## src/rtl/circle_if.sv

```systemverilog
// Pixel-draw handshake and frame-buffer write port between a draw controller and circle.
interface circle_if;
  logic [2:0] colour;
  logic [7:0] centre_x;
  logic [6:0] centre_y;
  logic [7:0] radius;
  logic       start;
  logic       done;
  logic [7:0] vga_x;
  logic [6:0] vga_y;
  logic [2:0] vga_colour;
  logic       vga_plot;

  modport master (
    output colour, centre_x, centre_y, radius, start,
    input  done, vga_x, vga_y, vga_colour, vga_plot
  );

  modport slave (
    input  colour, centre_x, centre_y, radius, start,
    output done, vga_x, vga_y, vga_colour, vga_plot
  );
endinterface

```

## src/rtl/circle.sv

```systemverilog
// Bresenham circle outline rasteriser for the 160x120 frame buffer, one octant pixel per cycle.
module circle (
  input  logic     clk,
  input  logic     rst_n,
  circle_if.slave  bus
);

  typedef enum logic [2:0] {IDLE, INIT, PLOT, UPDATE, DONE} state_t;

  state_t             state_reg;
  logic [2:0]         colour_reg;
  logic [7:0]         cx_reg;
  logic [6:0]         cy_reg;
  logic [7:0]         radius_reg;
  logic signed [9:0]  ox_reg, oy_reg;
  logic signed [10:0] crit_reg;
  logic [2:0]         oct_reg;

  logic signed [9:0]  ox_next, oy_next;
  logic signed [10:0] crit_next;
  logic signed [9:0]  p_ox, p_oy, a, b, cx_s, cy_s, pix_x, pix_y;
  logic [2:0]         p_oct;
  logic               pix_in, load;

  always_comb begin
    oy_next = oy_reg + 10'sd1;
    if (crit_reg <= 11'sd0) begin
      ox_next   = ox_reg;
      crit_next = crit_reg + $signed({oy_next, 1'b0}) + 11'sd1;
    end else begin
      ox_next   = ox_reg - 10'sd1;
      crit_next = crit_reg + $signed({oy_next - ox_next, 1'b0}) + 11'sd1;
    end

    // Pixel for the PLOT cycle that follows this one, so the outputs can be registered.
    p_ox  = ox_reg;
    p_oy  = oy_reg;
    p_oct = oct_reg + 3'd1;
    case (state_reg)
      INIT: begin
        p_ox  = $signed({2'b00, radius_reg});
        p_oy  = 10'sd0;
        p_oct = 3'd0;
      end
      UPDATE: begin
        p_ox  = ox_next;
        p_oy  = oy_next;
        p_oct = 3'd0;
      end
      default: ;
    endcase

    a     = p_oct[0] ? p_oy : p_ox;
    b     = p_oct[0] ? p_ox : p_oy;
    cx_s  = $signed({2'b00, cx_reg});
    cy_s  = $signed({3'b000, cy_reg});
    pix_x = (p_oct[2] ^ p_oct[1]) ? cx_s - a : cx_s + a;
    pix_y = p_oct[2] ? cy_s - b : cy_s + b;
    pix_in = (pix_x >= 10'sd0) && (pix_x <= 10'sd159) &&
             (pix_y >= 10'sd0) && (pix_y <= 10'sd119);

    load = (state_reg == INIT) ||
           (state_reg == PLOT && oct_reg != 3'd7) ||
           (state_reg == UPDATE && oy_next <= ox_next);
  end

  always_ff @(posedge clk) begin
    if (!rst_n) begin
      state_reg      <= IDLE;
      colour_reg     <= '0;
      cx_reg         <= '0;
      cy_reg         <= '0;
      radius_reg     <= '0;
      ox_reg         <= '0;
      oy_reg         <= '0;
      crit_reg       <= '0;
      oct_reg        <= '0;
      bus.done       <= 1'b0;
      bus.vga_plot   <= 1'b0;
      bus.vga_x      <= '0;
      bus.vga_y      <= '0;
      bus.vga_colour <= '0;
    end else begin
      bus.vga_plot <= load && pix_in;
      if (load) begin
        bus.vga_x      <= pix_x[7:0];
        bus.vga_y      <= pix_y[6:0];
        bus.vga_colour <= colour_reg;
      end
      case (state_reg)
        IDLE: begin
          if (bus.start) begin
            colour_reg <= bus.colour;
            cx_reg     <= bus.centre_x;
            cy_reg     <= bus.centre_y;
            radius_reg <= bus.radius;
            state_reg  <= INIT;
          end
        end
        INIT: begin
          ox_reg    <= $signed({2'b00, radius_reg});
          oy_reg    <= 10'sd0;
          crit_reg  <= 11'sd1 - $signed({3'b000, radius_reg});
          oct_reg   <= 3'd0;
          state_reg <= PLOT;
        end
        PLOT: begin
          if (oct_reg == 3'd7) state_reg <= UPDATE;
          else                 oct_reg   <= oct_reg + 3'd1;
        end
        UPDATE: begin
          ox_reg   <= ox_next;
          oy_reg   <= oy_next;
          crit_reg <= crit_next;
          if (oy_next <= ox_next) begin
            oct_reg   <= 3'd0;
            state_reg <= PLOT;
          end else begin
            bus.done  <= 1'b1;
            state_reg <= DONE;
          end
        end
        DONE: begin
          if (!bus.start) begin
            bus.done  <= 1'b0;
            state_reg <= IDLE;
          end
        end
        default: state_reg <= IDLE;
      endcase
    end
  end

endmodule

```

## src/flat_wrapper.sv

```systemverilog
// flat-port wrapper written by rule: the top's interface ports become plain ports
module circle_flat 
  (clk, rst_n, bus_colour, bus_centre_x, bus_centre_y, bus_radius, bus_start, bus_done, bus_vga_x, bus_vga_y, bus_vga_colour, bus_vga_plot);
  circle_if bus_i ();
  input  logic clk;
  input  logic rst_n;
  input wire logic [$bits(bus_i.colour)-1:0] bus_colour;
  input wire logic [$bits(bus_i.centre_x)-1:0] bus_centre_x;
  input wire logic [$bits(bus_i.centre_y)-1:0] bus_centre_y;
  input wire logic [$bits(bus_i.radius)-1:0] bus_radius;
  input wire logic [$bits(bus_i.start)-1:0] bus_start;
  output wire logic [$bits(bus_i.done)-1:0] bus_done;
  output wire logic [$bits(bus_i.vga_x)-1:0] bus_vga_x;
  output wire logic [$bits(bus_i.vga_y)-1:0] bus_vga_y;
  output wire logic [$bits(bus_i.vga_colour)-1:0] bus_vga_colour;
  output wire logic [$bits(bus_i.vga_plot)-1:0] bus_vga_plot;
  assign bus_i.colour = bus_colour;
  assign bus_i.centre_x = bus_centre_x;
  assign bus_i.centre_y = bus_centre_y;
  assign bus_i.radius = bus_radius;
  assign bus_i.start = bus_start;
  assign bus_done = bus_i.done;
  assign bus_vga_x = bus_i.vga_x;
  assign bus_vga_y = bus_i.vga_y;
  assign bus_vga_colour = bus_i.vga_colour;
  assign bus_vga_plot = bus_i.vga_plot;
  circle u_core (.clk(clk), .rst_n(rst_n), .bus(bus_i));
endmodule
```

## config.mk

```make
export PLATFORM = sky130hd
export DESIGN_NAME = circle_flat
export DESIGN_NICKNAME = d
export VERILOG_FILES = /design/src/rtl/circle_if.sv /design/src/rtl/circle.sv /design/src/flat_wrapper.sv
export SDC_FILE = /design/constraint.sdc
export NUM_CORES = 1
export LEC_CHECK = 0
export ABC_AREA = 1
export CAP_MARGIN = 20
export CORE_AREA = 2 2 114 105
export CTS_CLUSTER_DIAMETER = 60
export DETAILED_ROUTE_END_ITERATION = 6
export DIE_AREA = 0 0 116 107
export GPL_ROUTABILITY_DRIVEN = 0
export GPL_TIMING_DRIVEN = 0
export PLACE_DENSITY = 0.81
export RECOVER_POWER = 50
export SYNTH_ARGS = -nofsm -noshare
export SYNTH_HDL_FRONTEND = slang
export SYNTH_SLANG_ARGS = --single-unit
```

## constraint.sdc

```tcl
create_clock -name clk -period 7.4 [get_ports clk]
set_clock_uncertainty 0.1 [all_clocks]
set_input_delay 1.11 -clock clk [delete_from_list [all_inputs] [get_ports clk]]
set_output_delay 1.11 -clock clk [all_outputs]
set_load 0.005 [all_outputs]
```

# After elaboration in Yosys (flattened, before gate mapping)
# Cells that the tools add are included.
# Widths: inputs -> output; s select.
# totals
reg_bits	83
in_bits	29
out_inout_bits	20
word_cells	84
# op_classes
addsub	13
n_lt_le_gt_ge	6
eq_ne	12
muxes	21
n_bitwise	1
n_reduce_logical	17
# ops
operator	count
$mux 10	5
$pmux 10 s2	2
$add 11x11->11	2
$add 11x2->11 const B	2
$pmux 11 s2	1
$mux 3	7
$ge 10x1->1 const B	2
$pmux 3 s5	1
$ne 2x2->1 const B	6
$le 11x1->1 const B	1
$mux 11	1
$add 10x2->10 const B	1
$add 8x10->10	1
$add 9x10->10	1
$le 10x10->1	1
$le 10x8->1 const B	1
$le 10x9->1 const B	1
$sub 10x10->10	1
$sub 10x2->10 const B	1
$sub 8x10->10	1
$sub 9x10->10	1
$pmux 3 s3	1
$reduce_and 3->1	3
$sub 1x8->9 const A	1
15 further kinds	25

# Longest topological paths before layout
# logic_depth
depth_word	11
mapped_depth	30
ltp_nobuf	28

# Least setup slack after synthesis
# OpenSTA, ideal clock, no wires.
# synth_timing
kind	flip-flop to flip-flop
startpoint	register u_core.ox_reg[0]
endpoint	register u_core.bus.vga_plot
setup_time_ns	0.064
arrival_time_ns	3.579
required_ns	7.236
slack_ns	3.657
stages_incl_launch_ff	26
n_path_buf	0
period_less_slack_ns	3.743
cell_sequence	dfxtp_1 inv_1 ha_1 nand3_1 nand3_1 nand3_1 nand2_1 ha_1 or2_2 xor2_1 inv_1 ha_1 nand2_1 o21ai_0 nand2_1 nand2_1 a21oi_1 o21ai_0 xor2_1 o21bai_1 nand3_1 nor2_1 nand2_1 nor2_1 nand2_1 nor2_1
# synth_between
elab_chain_cells	11
word_cells_on_any_way	22
cone_classes	5 x add/sub; 5 x order compare; 6 x mux; 6 x reduce/logical
# synth_lines
item	line_no	source
start: declaration	circle.sv:15	logic signed [9:0] ox_reg, oy_reg;
start signal: assignment	circle.sv:101	ox_reg <= $signed({2'b00, radius_reg});
start signal: assignment	circle.sv:112	ox_reg <= ox_next;
$sub 10x2->10	circle.sv:31	ox_next = ox_reg - 10'sd1;
$mux 10	circle.sv:27	if (crit_reg <= 11'sd0) begin
$pmux 10 s2	n/a	
$mux 10	circle.sv:53	a = p_oct[0] ? p_oy : p_ox;
$add 9x10->10 or $sub 9x10->10 (tied branches)	circle.sv:57	pix_x = (p_oct[2] ^ p_oct[1]) ? cx_s - a : cx_s + a;
$mux 10	circle.sv:57	
$ge 10x1->1 or $le 10x9->1 (tied branches)	circle.sv:59	pix_in = (pix_x >= 10'sd0) && (pix_x <= 10'sd159) &&
$logic_and 1x1->1 (2 in a row)	circle.sv:59	
$logic_and 1x1->1	circle.sv:60	(pix_y >= 10'sd0) && (pix_y <= 10'sd119);
$logic_and 1x1->1 (*)	circle.sv:84	bus.vga_plot <= load && pix_in;
end signal: assignment	circle.sv:84	
end: declaration	circle_if.sv:21	output done, vga_x, vga_y, vga_colour, vga_plot
# Every way passes the cells marked *; elsewhere a longest branch is shown, timed or not.
# A chain may end at the register's enable or synchronous reset.

# Worst setup path in the final report
# Same ends and word-level chain as after synthesis.

==> metrics <==
worst path bufs/invs=2; endpoint type of the worst setup path=register; Setup-failing EPs final=0; delay-heaviest family, CP=simple AND/OR/NAND/NOR gates; Synth Cell Area=6646 um2; Power Density=356.0 nW/um2; I/O Buffers=48; H-tree depth=3; vias in the first global route=5988; Avg Cell Area, Syn=6.720 um2; CP dominant cell by count=nand2_1; hold buffers post-CTS=0; Via density=5.477; CTS Buffer Depth=2; first-pass GRT wire length=28970 um; Slowest-stage cell, CP=dfxtp_1; largest family of logic cells by synthesized area=simple AND/OR/NAND/NOR gates; # diodes=0; RSZ-0062 raised after global routing=no; Leakage=3.769 nW; # nets final=1141; DP HPWL=13740 um; CP arrival=4.95 ns; final slew viol count=0; GR Util All Layers=29.53%; final setup TNS=0 ns; sequential element share of the synthesized area=25.00%; worst reg2reg path endpoint=u_core.bus.vga_plot; clk_lat worst skew=0.35 ns; fin cells=1209; total gr overflow=0; xor and xnor fraction of the mapped netlist area=6.175%; Worst Hold Class=reg2reg; initial antenna violation count=0; synthesized-area fraction occupied by and/or/nand/nor cells=26.43%; Worst Reg-to-Reg Cells=25; commonest non-fill, non-tap cell in the layout=nand2_1; initial core utilization=59.33%; Avg WL per Cell=14.61 um; max reg flops=11; total CTS buffers=9; Crit Path Max Fanout=8; top-level port count=49; Mapped Cells=989; CTS sink count=83; Core ar.=11200 um2; Min Clock Period, post-route=4.765 ns; outcome=complete, no violations; largest net degree at the start of global routing=16; synth unique cells=48; CP max stage delay=0.43 ns; max_cap viols=0; Startpoint Class=register; Finished Core Util=67.86%; CTS root buffer=clkbuf_16; R2R setup slack=2.63 ns; Hold Fails Final Rpt=0; top_reg_cell synth=dfxtp_1; Worst-Margin Slew=0.6704 ns; placed cells=1193; Die Wd=116 um; CTS tree=built; synthesis-to-layout area growth=14.38%; Synthesis Warnings=0; DR pass1 iterations=5; Seq cells post-synth=83; Hold Slack=0.3504 ns; Relative slew margins=54.72%; Setup Crit Path Kind=reg2reg; post-synthesis adder-cell area fraction=12.61%; DRT iter0 DRCs=535; Die Ht=107 um; Worst EP required=7.58 ns; share of cells above drive strength 1=6.838%; VDD IR-drop max=0.2358 mV; clock slew at reported path FFs=0.07 ns; Worst Hold Path Cells=2; row count=37; full die area=12410 um2; DRT antenna net count=0; Compound-Gate Fraction of Synth Area=19.92%; post-CTS setup repair buffer count=0; Synthesized Nets=1082; hold_sp=u_core.colour_reg[0]; WHS Endpoint=u_core.bus.vga_colour[0]; post-cts repair resize count=0; drc violations=0; Fillers=1024; FFs w/ async S/R, synth=0%; number of synthesized flops with an enable pin=0; reg-to-reg startpoint=u_core.ox_reg[0]; most frequent cells in the layout=nand2_1, inv_1, a21oi_1; Tcrit/Tclk final=64.39%; mux share of post-synthesis cell area=0%; drt total wl=17670 um; via count=6622; Fmax achieved=209.9 MHz
==> cell families after synthesis <==
kind of cell | after synthesis
simple gates | 405
compound gates | 232
buf+inv | 159
flops | 83
fa+ha+maj | 64
xor+xnor | 46
==> power breakdown <==
part,internal [mW],switching (mW)
Clock,0.240,0.203
Combinational,0.641,1.04
Sequential,0.523,0.0576
Total,1.40,1.30
==> area by class of cell <==
cell class,instances,area (um2),share of cell area [%]
inverters,130,488.0,6.419
clock buffers,10,239.0,3.144
well taps,156,195.2,2.567
plain buffers,29,167.7,2.205
repair buffers,48,480.5,6.320
clock inverters,6,48.80,0.6419
multi-input cells,747,4322,56.85
flip-flops and latches,83,1662,21.86
==> tightest hold or removal path, stage by stage, from the launching register on <==
cell	delay, ns
dfxtp_1	0.30
inv_1	0.06
a21oi_1	0.06
==> how the worst max path moves through the flow <==
stage	endpoint	depth (start not counted)	from	slack (ns)
3_5_place_dp	u_core.bus.vga_plot	25	u_core.ox_reg[0]	2.79
3_3_place_gp	u_core.bus.vga_plot	25	u_core.ox_reg[0]	2.91
2_1_floorplan	u_core.bus.vga_plot	25	u_core.ox_reg[0]	3.66
6_report	u_core.bus.vga_plot	25	u_core.ox_reg[0]	2.63
4_1_cts	u_core.bus.vga_plot	25	u_core.ox_reg[0]	2.75
5_1_grt	u_core.bus.vga_x[4]	19	u_core.crit_reg[0]	2.36
==> per-layer routing <==
layer | share of wire [%] | GRT usage [%] | vias up
met3 | 6.3 | 4.579 | 24
li1 | - | - | 3382
met4 | 1.4 | 6.888 | 0
met1 | 50 | 44.37 | 3020
met2 | 42 | 44.24 | 196
met5 | 0 | 0 | -
==> synthesized netlist by cell type, types with 5 or more instances <==
library cell	instances	area [um2]
a21oi_1	108	540.5
a22oi_1	8	60.06
clkbuf_1	18	67.56
dfxtp_1	83	1662
fa_1	5	100.1
ha_1	59	738.2
inv_1	123	461.7
inv_2	5	18.77
nand2_1	228	855.8
nand2_2	12	75.07
nand3_1	57	285.3
nand3_2	6	60.06
nand4_1	5	31.28
nor2_1	72	270.3
nor3_1	6	30.03
o21ai_0	74	370.4
o21bai_1	7	52.55
o22ai_1	6	37.54
or2_2	7	43.79
xnor2_1	18	157.7
xor2_1	27	236.5
==> per-stage QoR <==
| stage | total power, mW | cell area [um2] | worst slack [ns] |
|---|---|---|---|
| 2_1_floorplan | 1.826 | 6646 | 3.657 |
| 3_3_place_gp | 2.205 | 7322 | 2.910 |
| 3_5_place_dp | 2.237 | 7322 | 2.791 |
| 4_1_cts | 2.698 | 7610 | 2.746 |
| 5_1_grt | 2.941 | 7602 | 2.364 |
| 6_report | 2.707 | 7602 | 2.635 |
Power figures use the tool's default switching activity.
